--- config.mk ---
export PLATFORM = sky130hd
export DESIGN_NAME = dm_arbiter
export DESIGN_NICKNAME = d
export VERILOG_FILES = /design/src/rtl/dm_arbiter.sv
export SDC_FILE = /design/constraint.sdc
export NUM_CORES = 1
export LEC_CHECK = 0
export BUFFER_PORTS_ARGS = -buffer_cell sky130_fd_sc_hd__buf_4
export CAP_MARGIN = 20
export CELL_PAD_IN_SITES_DETAIL_PLACEMENT = 1
export CELL_PAD_IN_SITES_GLOBAL_PLACEMENT = 2
export CORE_MARGIN = 8
export CORE_UTILIZATION = 26
export CTS_BUF_LIST = sky130_fd_sc_hd__clkbuf_8
export DETAILED_ROUTE_END_ITERATION = 6
export MAX_ROUTING_LAYER = met4
export PLACE_DENSITY = 0.8
export SYNTH_ARGS = -nofsm -noshare
export SYNTH_HDL_FRONTEND = slang
export SYNTH_SLANG_ARGS = --single-unit
--- constraint.sdc ---
create_clock -name clk -period 2.3 [get_ports clk]
set_input_delay 0.115 -clock clk [delete_from_list [all_inputs] [get_ports clk]]
set_output_delay 0.115 -clock clk [all_outputs]
set_load 0.02 [all_outputs]
--- src/rtl/dm_arbiter.sv ---
// Two-port (CPU/DMA) arbiter in front of a single-port data memory with
// round-robin fairness, bounded lock ownership and a one-cycle read return path.
module dm_arbiter #(
  parameter int DATA_WIDTH    = 8,
  parameter int ADDRESS_WIDTH = 5,
  parameter int MAX_LOCK      = 8
) (
  input  logic                     clk,
  input  logic                     rst,
  input  logic                     a_req,
  input  logic                     a_we,
  input  logic                     a_lock,
  input  logic [ADDRESS_WIDTH-1:0] a_addr,
  input  logic [DATA_WIDTH-1:0]    a_wdata,
  input  logic                     b_req,
  input  logic                     b_we,
  input  logic                     b_lock,
  input  logic [ADDRESS_WIDTH-1:0] b_addr,
  input  logic [DATA_WIDTH-1:0]    b_wdata,
  output logic                     a_gnt,
  output logic                     b_gnt,
  output logic                     a_rvalid,
  output logic                     b_rvalid,
  output logic [DATA_WIDTH-1:0]    a_rdata,
  output logic [DATA_WIDTH-1:0]    b_rdata,
  output logic                     mem_write,
  output logic                     mem_read,
  output logic [ADDRESS_WIDTH-1:0] mem_addr,
  output logic [DATA_WIDTH-1:0]    mem_wdata,
  input  logic [DATA_WIDTH-1:0]    mem_rdata
);

  typedef enum logic [1:0] {IDLE, LOCK_A, LOCK_B} state_e;

  localparam logic [3:0] MAX_CNT = 4'(MAX_LOCK);

  state_e                state_q, state_d;
  logic                  last_b_q, last_b_d;
  logic [3:0]            cnt_q, cnt_d;
  logic                  rd_pend_q, rd_pend_d;
  logic                  rd_own_b_q, rd_own_b_d;
  logic [DATA_WIDTH-1:0] a_rdata_q, b_rdata_q;
  logic                  granted;
  logic                  we_sel;

  // Grant decision: lock owner is served exclusively; otherwise round-robin on ties.
  always_comb begin
    a_gnt = 1'b0;
    b_gnt = 1'b0;
    if (!rst) begin
      case (state_q)
        LOCK_A:  a_gnt = a_req;
        LOCK_B:  b_gnt = b_req;
        default: begin
          if (a_req && b_req) begin
            a_gnt = last_b_q;
            b_gnt = !last_b_q;
          end else begin
            a_gnt = a_req;
            b_gnt = b_req;
          end
        end
      endcase
    end
  end

  assign granted   = a_gnt | b_gnt;
  assign we_sel    = b_gnt ? b_we : a_we;
  assign mem_write = granted & we_sel;
  assign mem_read  = granted & ~we_sel;
  assign mem_addr  = a_gnt ? a_addr  : (b_gnt ? b_addr  : '0);
  assign mem_wdata = a_gnt ? a_wdata : (b_gnt ? b_wdata : '0);

  assign a_rvalid = rd_pend_q & ~rd_own_b_q & ~rst;
  assign b_rvalid = rd_pend_q &  rd_own_b_q & ~rst;
  assign a_rdata  = a_rvalid ? mem_rdata : a_rdata_q;
  assign b_rdata  = b_rvalid ? mem_rdata : b_rdata_q;

  always_comb begin
    state_d    = state_q;
    cnt_d      = cnt_q;
    last_b_d   = last_b_q;
    rd_pend_d  = mem_read;
    rd_own_b_d = b_gnt;
    if (a_gnt) last_b_d = 1'b0;
    if (b_gnt) last_b_d = 1'b1;
    case (state_q)
      LOCK_A: begin
        if (!a_gnt) begin
          state_d = IDLE;
        end else begin
          cnt_d = cnt_q + 4'd1;
          if (!a_lock || cnt_d >= MAX_CNT) state_d = IDLE;
        end
      end
      LOCK_B: begin
        if (!b_gnt) begin
          state_d = IDLE;
        end else begin
          cnt_d = cnt_q + 4'd1;
          if (!b_lock || cnt_d >= MAX_CNT) state_d = IDLE;
        end
      end
      default: begin
        // A one-grant lock budget is already exhausted by the granting access.
        if (a_gnt && a_lock && MAX_CNT > 4'd1) begin
          state_d = LOCK_A;
          cnt_d   = 4'd1;
        end else if (b_gnt && b_lock && MAX_CNT > 4'd1) begin
          state_d = LOCK_B;
          cnt_d   = 4'd1;
        end
      end
    endcase
  end

  always_ff @(posedge clk) begin
    if (rst) begin
      state_q    <= IDLE;
      last_b_q   <= 1'b1;
      cnt_q      <= 4'd0;
      rd_pend_q  <= 1'b0;
      rd_own_b_q <= 1'b0;
      a_rdata_q  <= '0;
      b_rdata_q  <= '0;
    end else begin
      state_q    <= state_d;
      last_b_q   <= last_b_d;
      cnt_q      <= cnt_d;
      rd_pend_q  <= rd_pend_d;
      rd_own_b_q <= rd_own_b_d;
      if (a_rvalid) a_rdata_q <= mem_rdata;
      if (b_rvalid) b_rdata_q <= mem_rdata;
    end
  end

endmodule

After elaboration in Yosys (flattened, before gate mapping):

Index checks and enable logic that the tools add are counted.
W data, S select, Z words.

* register bits after elaboration: 25
* bits of input ports: 42
* output and inout port bits: 35
* word-level logic and storage cells: 62

* add/subtract/negate cells: 1
* magnitude comparators: 1
* eq/ne operators: 6
* muxes and demuxes: 25
* bitwise operators: 10
* reduce and logical (&&, ||, !) cells: 12

Operator list (count)
* $mux W8: 4
* $mux W4: 4
* $mux W2: 6
* $mux W5: 2
* $pmux W4 S2: 1
* $and A1 B1 Y1: 6
* $ne A3 B3 Y1 const B: 2
* $reduce_and A3 Y1: 2
* $mux W1: 5
* $add A4 B1 Y4 const B: 1
* $ge A4 B4 Y1 const B: 1
* $ne A2 B2 Y1 const B: 2
* $pmux W1 S2: 2
* $pmux W2 S2: 1
* $reduce_bool A4 Y1: 1
* $logic_and A1 B1 Y1: 3
* $logic_not A1 Y1: 3
* $not A1 Y1: 3
* $eq A2 B1 Y1 const B: 1
* $eq A2 B2 Y1 const B: 1
* $logic_or A1 B1 Y1: 2
* $reduce_or A2 Y1: 1
* $or A1 B1 Y1: 1

Longest topological paths before layout:

* depth in word-level cells: 8
* gate-level depth with buffers: 8

Worst setup path before layout:

OpenSTA, ideal clock, no wires.

* path type: register to output
* start point: register state_q[0]
* end point: output mem_write
* arrival time: 2.033 ns
* data required time: 2.185 ns
* slack: 0.152 ns
* cell stages (with the launch flop): 9
* path buffers: 2
* cells stage by stage: dfxtp_1 > inv_1 > ha_1 > buf_2 > and3b_1 > nor3_4 > buf_2 > nand2_1 > o21ai_1

* longest elaborated chain between the ends: 5

Ends and longest elaborated chain
* start: declaration: RTL line 37 `state_e state_q, state_d;`
* start signal: assignment: RTL line 127 `state_q <= state_d;`
* $eq A2 B2 Y1 or $eq A2 B1 Y1 (tied branches): RTL line 51 `case (state_q)`
* $pmux W1 S2 (*): RTL line 51
* $mux W1 (*): RTL line 50 `if (!rst) begin`
* via a_gnt: RTL line 20 `output logic a_gnt,`
* $or A1 B1 Y1 (*): RTL line 67 `assign granted = a_gnt | b_gnt;`
* $and A1 B1 Y1 (*): RTL line 69 `assign mem_write = granted & we_sel;`
* end: declaration: RTL line 26 `output logic mem_write,`

The timed path passes the listed nets; every way through them passes the cells marked *.

Final worst setup path:

* start point: register state_q[0]
* end point: output mem_addr[3]

* longest elaborated chain between the ends: 5

Ends and longest elaborated chain
* $eq A2 B2 Y1 or $eq A2 B1 Y1 (tied branches): RTL line 51
* $pmux W1 S2: RTL line 51
* $mux W1: RTL line 50
* $mux W5: RTL line 71 `assign mem_addr = a_gnt ? a_addr : (b_gnt ? b_addr : '0);`
* $mux W5 (*): RTL line 71
* end: declaration: RTL line 28 `output logic [ADDRESS_WIDTH-1:0] mem_addr,`

Every way passes the cells marked *; elsewhere a longest branch is shown, timed or not.

==> impl_metrics.csv <==
group,metric,value,unit
critical_path,critical_path_arrival,1.98,ns
drt,detail_route.vias_per_cell,4.733,
critical_path,library_cell_contributing_the_largest_single_delay_on_the_critical_path,"dfxtp_1",
critical_path,path_cells,"inv_1 -> ha_4 -> and3_4 -> nor3_4 -> a21boi_4 -> buf_12 -> a22o_1 -> buf_4",
synth,syn_area,1435,um2
floorplan,io_pins,77,
floorplan,die_x,90.30,um
sta,timing.max_slew.rel_slack,0.6902,
floorplan,dieArea,8153,um2
clocking,clock_insertion_delay_worst_skew,0.27,ns
sta,timing.final.hold_violations,0,
critical_path,critical_path_buf_inv_count,3,
floorplan,core_area,5405,um2
clocking,cts-htree-levels,1,
synth,ys_dominant_reg_cell,"dfxtp_1",
power,power.ir.vdd_worst,0.2453,mV
clocking,tritoncts_num_sinks,25,
floorplan,initial_utilization,0.2655,
cells_and_area,final_nets,270,
sta,maxClockFrequency,478.3,MHz
hold_path,hold_path_class,"input pin to register",
synth,synth-edff-count,0,
drt,drc,0,
cells_and_area,syn_to_final_growth,52.22,%
synth,syn-num-nets,190,
global_route,antenna_violations_before_repair,0,
drt,detailroute.via_count,1401,
floorplan,placement_rows,27,
power,power_per_cell_area,690.8,nW/um2
clocking,tritoncts_clock_tree,"yes",
synth,synthDistinctLibCells,43,
clocking,ctsHoldBuffers,0,
global_route,grt_pass1_vias,1591,
synth,syn_avg_cell_area,9.897,um2
place,numPlacedInstances,291,
sta,final.setup.tns,0,ns
cells_and_area,drive_above_1_share,0.5223,
global_route,grt_util_all_layers,0.1113,
cells_and_area,antenna-diode-count,0,
critical_path,timing.setup.critical_path_class,"register to output pin",
power,reg_power_frac,0.330,
cells_and_area,layout.cells.most_common_list,"buf_4, dfxtp_1, mux2_2, and2_1, a22o_1",
drt,route.final.wire_length,4354,um
sta,final-setup-viol-count,0,
synth,yosys_register_bits,25,
critical_path,worst_setup_path_start_kind,"register",
critical_path,slowest_delay,0.35,ns
cells_and_area,final_cell_area,2185,um2
drt,wl_per_cell,14.71,um
drt,ant_nets,0,
synth,post_synth_inst_count,145,
cells_and_area,stdcell_count,296,
clocking,clockBufferDepth,2,
critical_path,cp-end-kind,"output pin",
critical_path,worst-endpoint-required,2.18,ns
power,power.share.switching,0.3687,
power,internal-power,952.6,uW
sta,final-max-slew-violation-count,0,
clocking,inserted_clock_buffers,3,
sta,finalClockSkew,0.002581,ns
global_route,overflow,0,
power,totalPowerFinal,1.509,mW
sta,time_the_final_worst_path_needs_with_i_o_delays_and_setup,2.091,ns
critical_path,timing.critical_path.max_delay_family,"simple AND/OR/NAND/NOR gates",
power,share_comb_of_total_power,0.494,
place,detailedPlacementHpwl,3649,um
floorplan,die_y,90.30,um
synth,yosysWarnings,0,
sta,worst-slew-pin-transition,0.4635,ns
place,port_buffers,76,
global_route,grt_start_max_net_pins,21,
drt,drt-initial-drc-count,42,
power,power_switching,556.4,uW
clocking,clk_pin_slew_worst_paths,0.09,ns
critical_path,crit_fanout,13,
place,dpl-instance-area,2091,um2
global_route,grt_first_pass_wirelength,7569,um
cells_and_area,layout_commonest_cell,"buf_4",
place,globalplace.congestion,0.7400,
sta,post-route-period-util,0.9090,
clocking,ctsRootBufferMaster,"clkbuf_8",
power,power.share.clock,0.176,
sta,rsz0062_at_grt,"false",
job,timing.max_cap.violations,0,
power,power_leakage,1.030,nW
drt,drt_pass1_iterations,3,
synth,async_flop_share,0,
synth,ys_seq_area_frac,0.3487,
cells_and_area,num-fill-cells,648,
status,status,"complete, no violations",
-- logic make-up (layout without fill, tap and decap cells) --
logic type      count (synthesis)  in the layout  share of synthesized area
flops                          25             25                     0.3487
fa+ha+maj                       3              3                    0.02616
mux                            19             19                     0.1465
xor+xnor                        1              1                   0.006104
simple gates                   50             50                     0.2249
buf+inv                        16             95                    0.05580
compound gates                 31             31                     0.1918
-- Yosys cell counts, types with 2 or more instances --
library cell / count / area, um2
or2_2: 2 / 12.51
dfxtp_1: 25 / 500.5
nand2_1: 7 / 26.28
nor3b_1: 2 / 15.01
clkbuf_1: 2 / 7.510
nor2_1: 5 / 18.77
nor3_4: 2 / 32.53
o21ai_0: 3 / 15.01
buf_6: 2 / 22.52
inv_1: 8 / 30.03
ha_1: 3 / 37.54
a22o_2: 2 / 20.02
buf_2: 4 / 20.02
mux2i_1: 3 / 30.03
and2_1: 16 / 100.1
nor2b_1: 4 / 25.02
mux2_2: 16 / 180.2
nand3_1: 2 / 10.01
a22o_1: 13 / 113.9
-- routing by layer --
metal  up-vias  global-route usage  routed length, um
met1       652              0.1380               2167
met5         -                   -                  0
met3         2             0.03658                361
li1        678                   -                  -
met2        69              0.1730               1805
met4         0             0.02080                 20
-- worst reg2reg max path: stages, from the launching register on --
cell and delay, ns:
dfxtp_1 0.35, inv_1 0.08, ha_4 0.26, and3_4 0.21
nor4b_2 0.37, o211ai_2 0.19, a211oi_1 0.26
-- power groups by stage --
stage               clock network, mW  logic [mW]  registers [mW]
CTS                             0.280       0.726           0.496
detailed placement                  0       0.707           0.506
finish                          0.266       0.745           0.498
global route                    0.298       0.812           0.506
global placement                    0       0.701           0.504
floorplan                           0       0.458           0.498
-- final timing paths --
path,from,to,slack (ns),depth (start not counted)
max reg2reg,state_q[0]$_SDFFE_PP0P_,cnt_q[0]$_SDFFE_PP0P_,0.50,6
min,rst,cnt_q[0]$_SDFFE_PP0P_,0.11,2
max,state_q[0]$_SDFFE_PP0P_,mem_addr[3],0.21,8
min reg2reg,cnt_q[3]$_SDFFE_PP0P_,cnt_q[3]$_SDFFE_PP0P_,0.49,2
-- flip-flops by register name, indices dropped and copies added (netlist names) --
name / cells
b_rdata_q: 8
last_b_q: 1
rd_own_b_q: 1
a_rdata_q: 8
rd_pend_q: 1
state_q: 2
cnt_q: 4
-- per-stage QoR --
stage	hold slack, ns	setup WS, ns	util
6_report	0.1106	0.2093	0.4042
5_1_grt	0.1176	0.06769	0.4042
4_1_cts	0.1063	0.01787	0.4000
3_5_place_dp	0.4018	0.2345	0.3868
3_3_place_gp	0.3960	0.2362	0.3868
2_1_floorplan	0.2541	0.1522	-
-- final cells by class --
type                    count  area, um2  area share
clock buffers               3      41.29     0.01890
clock inverters             1      7.507    0.003436
inverters                   8      30.03     0.01375
multi-input cells         104      879.6      0.4026
flip-flops and latches     25      500.5      0.2291
well taps                  72      90.09     0.04124
repair buffers             83      635.6      0.2910
-- timing repair --
item	4_1_cts	5_1_grt
gates resized for setup	1	4
setup buffers	1	0
setup endpoints to repair	13	14
endpoints found under the hold margin	0	0
Note: power is estimated with default switching activity, not from simulation.
